[src/rtl/flash_boot_loader_if.sv]
// SPI flash pins and instruction-memory write port driven by the boot loader.
// The loader connects through the master modport; flash and IMEM sides use slave.
interface flash_boot_loader_if #(
    parameter int ADDR_W = 7
);
    logic              o_flash_sclk;
    logic              o_flash_cs_n;
    logic              o_flash_mosi;
    logic              i_flash_miso;
    logic              imem_we;
    logic [ADDR_W-1:0] imem_addr;
    logic [31:0]       imem_wdata;

    modport master (
        output o_flash_sclk,
        output o_flash_cs_n,
        output o_flash_mosi,
        input  i_flash_miso,
        output imem_we,
        output imem_addr,
        output imem_wdata
    );

    modport slave (
        input  o_flash_sclk,
        input  o_flash_cs_n,
        input  o_flash_mosi,
        output i_flash_miso,
        input  imem_we,
        input  imem_addr,
        input  imem_wdata
    );
endinterface

[src/rtl/flash_boot_loader.sv]
// Boot sequencer: one SPI READ from flash, streams IMEM_DEPTH little-endian words
// into instruction memory, then releases the core from reset.
module flash_boot_loader #(
    parameter logic [23:0] FLASH_BASE = 24'h100000,
    parameter int          IMEM_DEPTH = 128,
    parameter int          CLK_DIV    = 1
) (
    input  logic                clk,
    input  logic                reset,
    input  logic                boot_en,
    flash_boot_loader_if.master bus,
    output logic                core_hold,
    output logic                boot_done
);
    localparam int ADDR_W = $clog2(IMEM_DEPTH);
    localparam int CNT_W  = $clog2(2 * CLK_DIV);

    localparam logic [CNT_W-1:0]  DIV_LAST  = CNT_W'(CLK_DIV - 1);
    localparam logic [CNT_W-1:0]  WAIT_LAST = CNT_W'(2 * CLK_DIV - 1);
    localparam logic [ADDR_W-1:0] ADDR_LAST = ADDR_W'(IMEM_DEPTH - 1);
    localparam logic [31:0]       CMD_WORD  = {8'h03, FLASH_BASE};

    typedef enum logic [2:0] {
        S_IDLE,
        S_CMD,
        S_DATA,
        S_WRITE,
        S_CSWAIT,
        S_DONE
    } state_t;

    state_t            state_reg, state_next;
    logic [CNT_W-1:0]  cnt_reg, cnt_next;
    logic [4:0]        bit_reg, bit_next;
    logic [31:0]       cmd_reg, cmd_next;
    logic [31:0]       shift_reg, shift_next;
    logic              sclk_reg, sclk_next;
    logic              cs_n_reg, cs_n_next;
    logic              we_reg, we_next;
    logic [ADDR_W-1:0] addr_reg, addr_next;
    logic [31:0]       wdata_reg, wdata_next;
    logic              done_reg, done_next;
    logic [31:0]       swapped;

    // Bytes arrive B0 first into the MSB end; the IMEM word is {B3,B2,B1,B0}.
    for (genvar gi = 0; gi < 4; gi++) begin : g_swap
        assign swapped[8*gi +: 8] = shift_reg[8*(3-gi) +: 8];
    end

    always_ff @(posedge clk) begin
        if (reset) begin
            state_reg <= S_IDLE;
            cnt_reg   <= '0;
            bit_reg   <= '0;
            cmd_reg   <= '0;
            shift_reg <= '0;
            sclk_reg  <= 1'b0;
            cs_n_reg  <= 1'b1;
            we_reg    <= 1'b0;
            addr_reg  <= '0;
            wdata_reg <= '0;
            done_reg  <= 1'b0;
        end else begin
            state_reg <= state_next;
            cnt_reg   <= cnt_next;
            bit_reg   <= bit_next;
            cmd_reg   <= cmd_next;
            shift_reg <= shift_next;
            sclk_reg  <= sclk_next;
            cs_n_reg  <= cs_n_next;
            we_reg    <= we_next;
            addr_reg  <= addr_next;
            wdata_reg <= wdata_next;
            done_reg  <= done_next;
        end
    end

    always_comb begin
        state_next = state_reg;
        cnt_next   = cnt_reg;
        bit_next   = bit_reg;
        cmd_next   = cmd_reg;
        shift_next = shift_reg;
        sclk_next  = sclk_reg;
        cs_n_next  = cs_n_reg;
        we_next    = 1'b0;
        addr_next  = addr_reg;
        wdata_next = wdata_reg;
        done_next  = done_reg;

        case (state_reg)
            S_IDLE: begin
                if (boot_en) begin
                    state_next = S_CMD;
                    cs_n_next  = 1'b0;
                    cmd_next   = CMD_WORD;
                    cnt_next   = '0;
                    bit_next   = '0;
                end else begin
                    state_next = S_DONE;
                    done_next  = 1'b1;
                end
            end

            S_CMD, S_DATA: begin
                if (cnt_reg == DIV_LAST) begin
                    cnt_next  = '0;
                    sclk_next = ~sclk_reg;
                    if (!sclk_reg) begin
                        // Rising edge: the flash has held MISO stable since the last fall.
                        if (state_reg == S_DATA) begin
                            shift_next = {shift_reg[30:0], bus.i_flash_miso};
                        end
                    end else begin
                        bit_next = bit_reg + 5'd1;
                        if (state_reg == S_CMD) begin
                            cmd_next = {cmd_reg[30:0], 1'b0};
                        end
                        if (bit_reg == 5'd31) begin
                            if (state_reg == S_CMD) begin
                                state_next = S_DATA;
                                cmd_next   = '0;
                            end else begin
                                state_next = S_WRITE;
                                we_next    = 1'b1;
                                wdata_next = swapped;
                            end
                        end
                    end
                end else begin
                    cnt_next = cnt_reg + CNT_W'(1);
                end
            end

            S_WRITE: begin
                cnt_next = '0;
                if (addr_reg == ADDR_LAST) begin
                    state_next = S_CSWAIT;
                    cs_n_next  = 1'b1;
                end else begin
                    // Continuous read: SCLK simply stalls low for this cycle.
                    addr_next  = addr_reg + ADDR_W'(1);
                    state_next = S_DATA;
                end
            end

            S_CSWAIT: begin
                if (cnt_reg == WAIT_LAST) begin
                    state_next = S_DONE;
                    done_next  = 1'b1;
                end else begin
                    cnt_next = cnt_reg + CNT_W'(1);
                end
            end

            S_DONE: begin
                sclk_next = 1'b0;
                cs_n_next = 1'b1;
            end

            default: state_next = S_IDLE;
        endcase
    end

    assign bus.o_flash_sclk = sclk_reg;
    assign bus.o_flash_cs_n = cs_n_reg;
    assign bus.o_flash_mosi = cmd_reg[31];
    assign bus.imem_we      = we_reg;
    assign bus.imem_addr    = addr_reg;
    assign bus.imem_wdata   = wdata_reg;
    assign core_hold        = ~done_reg;
    assign boot_done        = done_reg;
endmodule
[src/flat_wrapper.sv]
// flat-port wrapper written by rule: the top's interface ports become plain ports
module flash_boot_loader_flat 
#(
    parameter logic [23:0] FLASH_BASE = 24'h100000,
    parameter int          IMEM_DEPTH = 128,
    parameter int          CLK_DIV    = 1
)
  (clk, reset, boot_en, core_hold, boot_done, bus_o_flash_sclk, bus_o_flash_cs_n, bus_o_flash_mosi, bus_i_flash_miso, bus_imem_we, bus_imem_addr, bus_imem_wdata);
  flash_boot_loader_if bus_i ();
  input  logic clk;
  input  logic reset;
  input  logic boot_en;
  output logic core_hold;
  output logic boot_done;
  output wire logic [$bits(bus_i.o_flash_sclk)-1:0] bus_o_flash_sclk;
  output wire logic [$bits(bus_i.o_flash_cs_n)-1:0] bus_o_flash_cs_n;
  output wire logic [$bits(bus_i.o_flash_mosi)-1:0] bus_o_flash_mosi;
  input wire logic [$bits(bus_i.i_flash_miso)-1:0] bus_i_flash_miso;
  output wire logic [$bits(bus_i.imem_we)-1:0] bus_imem_we;
  output wire logic [$bits(bus_i.imem_addr)-1:0] bus_imem_addr;
  output wire logic [$bits(bus_i.imem_wdata)-1:0] bus_imem_wdata;
  assign bus_o_flash_sclk = bus_i.o_flash_sclk;
  assign bus_o_flash_cs_n = bus_i.o_flash_cs_n;
  assign bus_o_flash_mosi = bus_i.o_flash_mosi;
  assign bus_i.i_flash_miso = bus_i_flash_miso;
  assign bus_imem_we = bus_i.imem_we;
  assign bus_imem_addr = bus_i.imem_addr;
  assign bus_imem_wdata = bus_i.imem_wdata;
  flash_boot_loader #(.FLASH_BASE(FLASH_BASE), .IMEM_DEPTH(IMEM_DEPTH), .CLK_DIV(CLK_DIV)) u_core (.clk(clk), .reset(reset), .boot_en(boot_en), .bus(bus_i), .core_hold(core_hold), .boot_done(boot_done));
endmodule
[config.mk]
export PLATFORM = sky130hd
export DESIGN_NAME = flash_boot_loader_flat
export DESIGN_NICKNAME = d
export VERILOG_FILES = /design/src/rtl/flash_boot_loader_if.sv /design/src/rtl/flash_boot_loader.sv /design/src/flat_wrapper.sv
export SDC_FILE = /design/constraint.sdc
export NUM_CORES = 1
export LEC_CHECK = 0
export CORE_ASPECT_RATIO = 1.25
export CORE_MARGIN = 3
export CORE_UTILIZATION = 50
export CTS_CLUSTER_DIAMETER = 150
export DETAILED_ROUTE_END_ITERATION = 12
export MAX_ROUTING_LAYER = met4
export PLACE_DENSITY_LB_ADDON = 0.08
export SLEW_MARGIN = 20
export SYNTH_ARGS = -nofsm -noshare
export SYNTH_HDL_FRONTEND = slang
export SYNTH_SLANG_ARGS = --single-unit
[constraint.sdc]
create_clock -name clk -period 2.1 [get_ports clk]
set_input_delay 0.21 -clock clk [delete_from_list [all_inputs] [get_ports clk]]
set_output_delay 0.21 -clock clk [all_outputs]
set_load 0.01 [all_outputs]
==> After elaboration in Yosys (flattened, before gate mapping) <==
Cells that the tools add are included.
{ "classes": {"add_sub_neg": 3, "n_eq_ne": 14, "mux": 31, "bitwise": 8, "reduce_logical": 17} }
{ "ops": {"columns": ["cell", "n"], "rows": [
  ["$mux 32", 6],
  ["$pmux 32 s2", 1],
  ["$mux 3", 6],
  ["$mux 5", 3],
  ["$pmux 3 s5", 1],
  ["$pmux 5 s2", 1],
  ["$reduce_and 5->1", 2],
  ["$mux 1", 9],
  ["$ne 2x1->1 const B", 4],
  ["$not 1->1", 8],
  ["$reduce_and 4->1", 2],
  ["$add 7x1->7 const B", 1],
  ["$eq 7x7->1 const B", 1],
  ["$eq 3x2->1 const B", 2],
  ["$eq 3x3->1 const B", 2],
  ["$ne 2x2->1 const B", 3],
  ["$reduce_and 2->1", 3],
  ["$reduce_and 3->1", 2],
  ["$reduce_bool 2->1", 3],
  ["$add 5x1->5 const B", 1],
  ["$eq 5x5->1 const B", 1],
  ["$reduce_or 5->1", 1],
  ["$pmux 1 s2", 2],
  ["$pmux 1 s4", 1],
  ["other kinds (7)", 7]
]} }
{ "totals": {"ff_bits": 116, "output_inout_bits": 45} }

==> Logic depth before layout (Yosys ltp) <==
{ "logic_depth": {"ltp_word": 7, "mapped_depth": 9} }

==> Worst setup path after synthesis <==
Ideal clock, no wire load.
{ "synth_timing": {"kind": "register to register", "start": "register u_core.bit_reg[0]", "end": "register u_core.wdata_reg[26] (netlist: u_core.bus.imem_wdata[26])", "setup_ps": 132, "arrival_time_ps": 1894, "path_slack_ps": 74, "stages_incl_launch_ff": 10, "path_buffers": 2, "path_cell_list": "dfxtp_1 -> ha_1 -> and3_1 -> ha_1 -> nand3b_1 -> or3_1 -> clkbuf_1 -> buf_2 -> nand2_1 -> a21oi_1"} }
{ "synth_between": {"elab_chain_len": 2} }
{ "synth_lines": {"columns": ["item", "line_no", "rtl"], "rows": [
  ["start: declaration", "flash_boot_loader.sv:34", "logic [4:0] bit_reg, bit_next;"],
  ["start signal: assignment", "flash_boot_loader.sv:66", "bit_reg <= bit_next;"],
  ["$eq 5x5->1", "flash_boot_loader.sv:119", "if (bit_reg == 5'd31) begin"],
  ["$reduce_and 5->1 (no line)", null, null],
  ["end signal: assignment", "flash_boot_loader.sv:73", "wdata_reg <= wdata_next;"],
  ["end: declaration", "flash_boot_loader.sv:41", "logic [31:0] wdata_reg, wdata_next;"]
]} }
No other way between the ends.
A chain may end at the register's enable or synchronous reset.

==> Worst setup path after layout <==
{ "layout_timing": {"start": "register u_core.sclk_reg (netlist: u_core.bus.o_flash_sclk)", "end": "output bus_o_flash_sclk"} }
{ "layout_lines": {"columns": ["item", "line_no", "rtl"], "rows": [
  ["start: declaration", "flash_boot_loader.sv:37", "logic sclk_reg, sclk_next;"],
  ["start signal: assignment", "flash_boot_loader.sv:69", "sclk_reg <= sclk_next;"],
  ["end: declaration", "flat_wrapper.sv:15", "output wire logic [$bits(bus_i.o_flash_sclk)-1:0] bus_o_flash_sclk;"]
]} }
No word-level cell between the ends.

==> run metrics <==
htree depth=4; # port buffers=48; minimum clock period=1.918 ns; Internal=4.249 mW; worst slew pin tran=0.6077 ns; Vias=3825; number of synthesized register bits=116; switch share=22.91%; clk sinks=116; GPL Wtd Cong=0.7616; Sw Pwr=1.263 mW; Tot GR Track Use=19.86%; post-route setup TNS=0 ns; Final Hold Viols=0; vias in the first global route=3643; pre-CTS setup slack=~0.19 ns; critical path, cell by cell=clkdlybuf4s50_1; DRC errors left=0; Avg Inst Size Synth=8.264 um2; sequential power share=about two fifths; number of max-slew violations in the final report=0; Startpoint Class=flip-flop; worst setup margin=0.1822 ns; unrepaired setup endpoints after global routing=false; clk_lat worst skew=0.51 ns; Hold Crit Class=in -> reg; maxcap violations=0; largest family of logic cells by synthesized area=simple AND/OR/NAND/NOR gates; global-route wire length before repair=16560 um; power per cell area=940.4 nW/um2; WS Path Type=reg -> out; Synthesized Nets=564; die area=10400 um2; CP Data Arrival Time=1.71 ns; Worst VDD drop=626.9 uV; post-route ant nets=0; GRT overflow=0; Syn Inst Count=557; multiplexer share of the synthesized area=less than 1%; IO Count=49; Post-Route Skew=0.01344 ns; crit path capture type=primary output; CTS Hold Bufs=0; PostCTS Resize Cnt=0; wire length per cell=12.98 um; Clk pwr share=53.3%; register area=between 2000 and 2500 um2; Top delay family on crit path=buffers and inverters; Pre-antenna DRT Iters=4; Cell Area, Synth=4603 um2; area growth from synthesis to layout=27.32%; largest net degree at the start of global routing=79; Setup Buffers After CTS=0; Max clock buf depth=2; CTS tree=built; Die H=113.3 um; Final setup viols=0; Initial DRC Count=~160; Starting Density=52.05%; Layout Nets=605; simple-gate share of the synthesized area=around a quarter; status=finished, final reports clean; cell row count=38; clock-pin transition on the worst setup and hold timing paths=0.06 ns; Seq/Total Area, Yosys=about 50%; Root Buffer=clkbuf_8; highest cell delay on the worst timing path=0.62 ns; Max Freq=521.4 MHz; Die Width=91.82 um; sum of buffers and inverters on the critical path=1; area fraction in compound gates after synthesis=18.70%; multi-input logic area=2093 um2; critical path required time=between 1.5 and 2 ns; total leakage power=1.938 nW; core area=between 8000 and 9000 um2; combinational share of power=5.3%; initial antenna violation count=0; normalized max-slew margin=59.43%; cts bufs inserted=17; Tcrit/Tclk final=91.32%; Routed WL=between 9000 and 10000 um; Filler cells=782; fraction of the mapped netlist area in adder cells=less than 1%; Syn. warnings=0; CP max-delay cell=clkdlybuf4s50_1; worst-path maximum fanout=10; final HPWL from detailed placement=about 5700 um; synth unique cells=42; share of cells above drive strength 1=12.93%; Avg Vias per Cell=5.233; synthesized-area fraction occupied by xor and xnor cells=1.114%; ant diodes=0
==> Yosys cell counts (all sizes together) <==
cell type	n	area (um2)
nor4	2	18.77
a221oi	1	8.760
or4	1	7.510
nand3	7	35.03
a21boi	1	7.510
buf	25	135.1
mux2i	1	10.01
nand3b	5	41.29
nand2	167	626.9
a211oi	28	310.3
inv	2	7.510
or3	3	18.77
dfxtp	116	2322
ha	3	37.54
and3b	1	8.760
nor2	47	176.4
nor3	7	62.56
nor2b	5	31.28
o311ai	1	8.760
o31ai	2	15.01
a31oi	1	6.260
xor2	3	26.28
o211ai	2	15.01
nor3b	4	30.03
nand2b	3	18.77
clkbuf	17	63.81
and4bb	1	12.51
nor4b	1	8.760
mux2	1	11.26
o21a	2	15.01
o21ai	15	78.83
xnor2	2	25.03
a21oi	79	395.4
and3	1	6.260
==> power groups by stage <==
stage | Sequential (mW) | Combinational (mW) | Clock, mW
after CTS | 2.28 | 0.292 | 3.00
after floorplan | 2.31 | 0.217 | 0
after detailed placement | 2.33 | 0.290 | 0
final | 2.28 | 0.290 | 2.94
after global placement | 2.33 | 0.285 | 0
after global routing | 2.29 | 0.321 | 3.12
==> per-stage QoR <==
step / hold WS [ns] / util, % / cell area (um2) / power [mW] / cells
floorplan: 0.3460 / - / 4603 / 2.532 / 557
global placement: 0.4403 / 59.32 / 5246 / 2.615 / 699
detailed placement: 0.4415 / 59.32 / 5246 / 2.621 / 699
CTS: 0.01884 / 66.27 / 5861 / 5.577 / 731
global route: 0.03194 / 66.27 / 5861 / 5.728 / 731
finish: 0.03441 / 66.27 / 5861 / 5.512 / 731
==> area by class of cell <==
| type | count | area share [%] |
|---|---|---|
| clock buffer | 19 | 7.536 |
| clock inverter | 13 | 2.946 |
| inverter | 2 | 0.1281 |
| multi-input combinational | 397 | 35.72 |
| sequential | 116 | 39.62 |
| tap | 120 | 2.562 |
| timing repair buffer | 64 | 11.49 |
==> layer usage <==
layer  vias up  track usage [%]  wire length (um)
met5         -                -                 0
met4         0            6.640                98
met3         8            5.452               377
met2        75            31.98              4729
met1      1793            24.13              4282
li1       1949                -                 -
==> kinds of logic (layout without fill, tap and decap cells) <==
family	count (synthesis)	count (layout)
mux	2	2
fa+ha+maj	3	3
xor+xnor	5	5
simple gates	255	255
flops	116	116
compound gates	132	132
buf+inv	44	98
==> final timing paths <==
| kind | slack, ns | to | from | cells after the start |
|---|---|---|---|---|
| max | 0.18 | bus_o_flash_sclk | u_core.bus.o_flash_sclk | 1 |
| min | 0.03 | u_core.cmd_reg[18] | reset | 2 |
| max reg2reg | 0.21 | u_core.bus.imem_wdata[7] | u_core.bit_reg[0] | 9 |
| min reg2reg | 0.45 | u_core.cmd_reg[24] | u_core.cmd_reg[24] | 2 |
==> cells in the final DEF, fill, tap and decap left out, types with 2 or more instances in the layout <==
cell and count:
o21a_1 2, o31ai_1 2, nor3b_1 4, clkbuf_8 3, or3_1 3, dfxtp_1 116, a211oi_1 8, nand2b_1 3
clkinv_4 5, nor2b_1 5, o21ai_0 14, nand3b_1 4, nor3_1 4, buf_4 11, o211ai_1 2, buf_12 6
clkbuf_16 16, inv_1 2, a211oi_2 20, xor2_1 3, bufinv_16 3, nand3_1 7, inv_6 3, ha_1 3
clkdlybuf4s50_1 47, nor3_4 3, a21oi_1 79, nor2_1 47, nand2_1 167
Power figures use the tool's default switching activity.
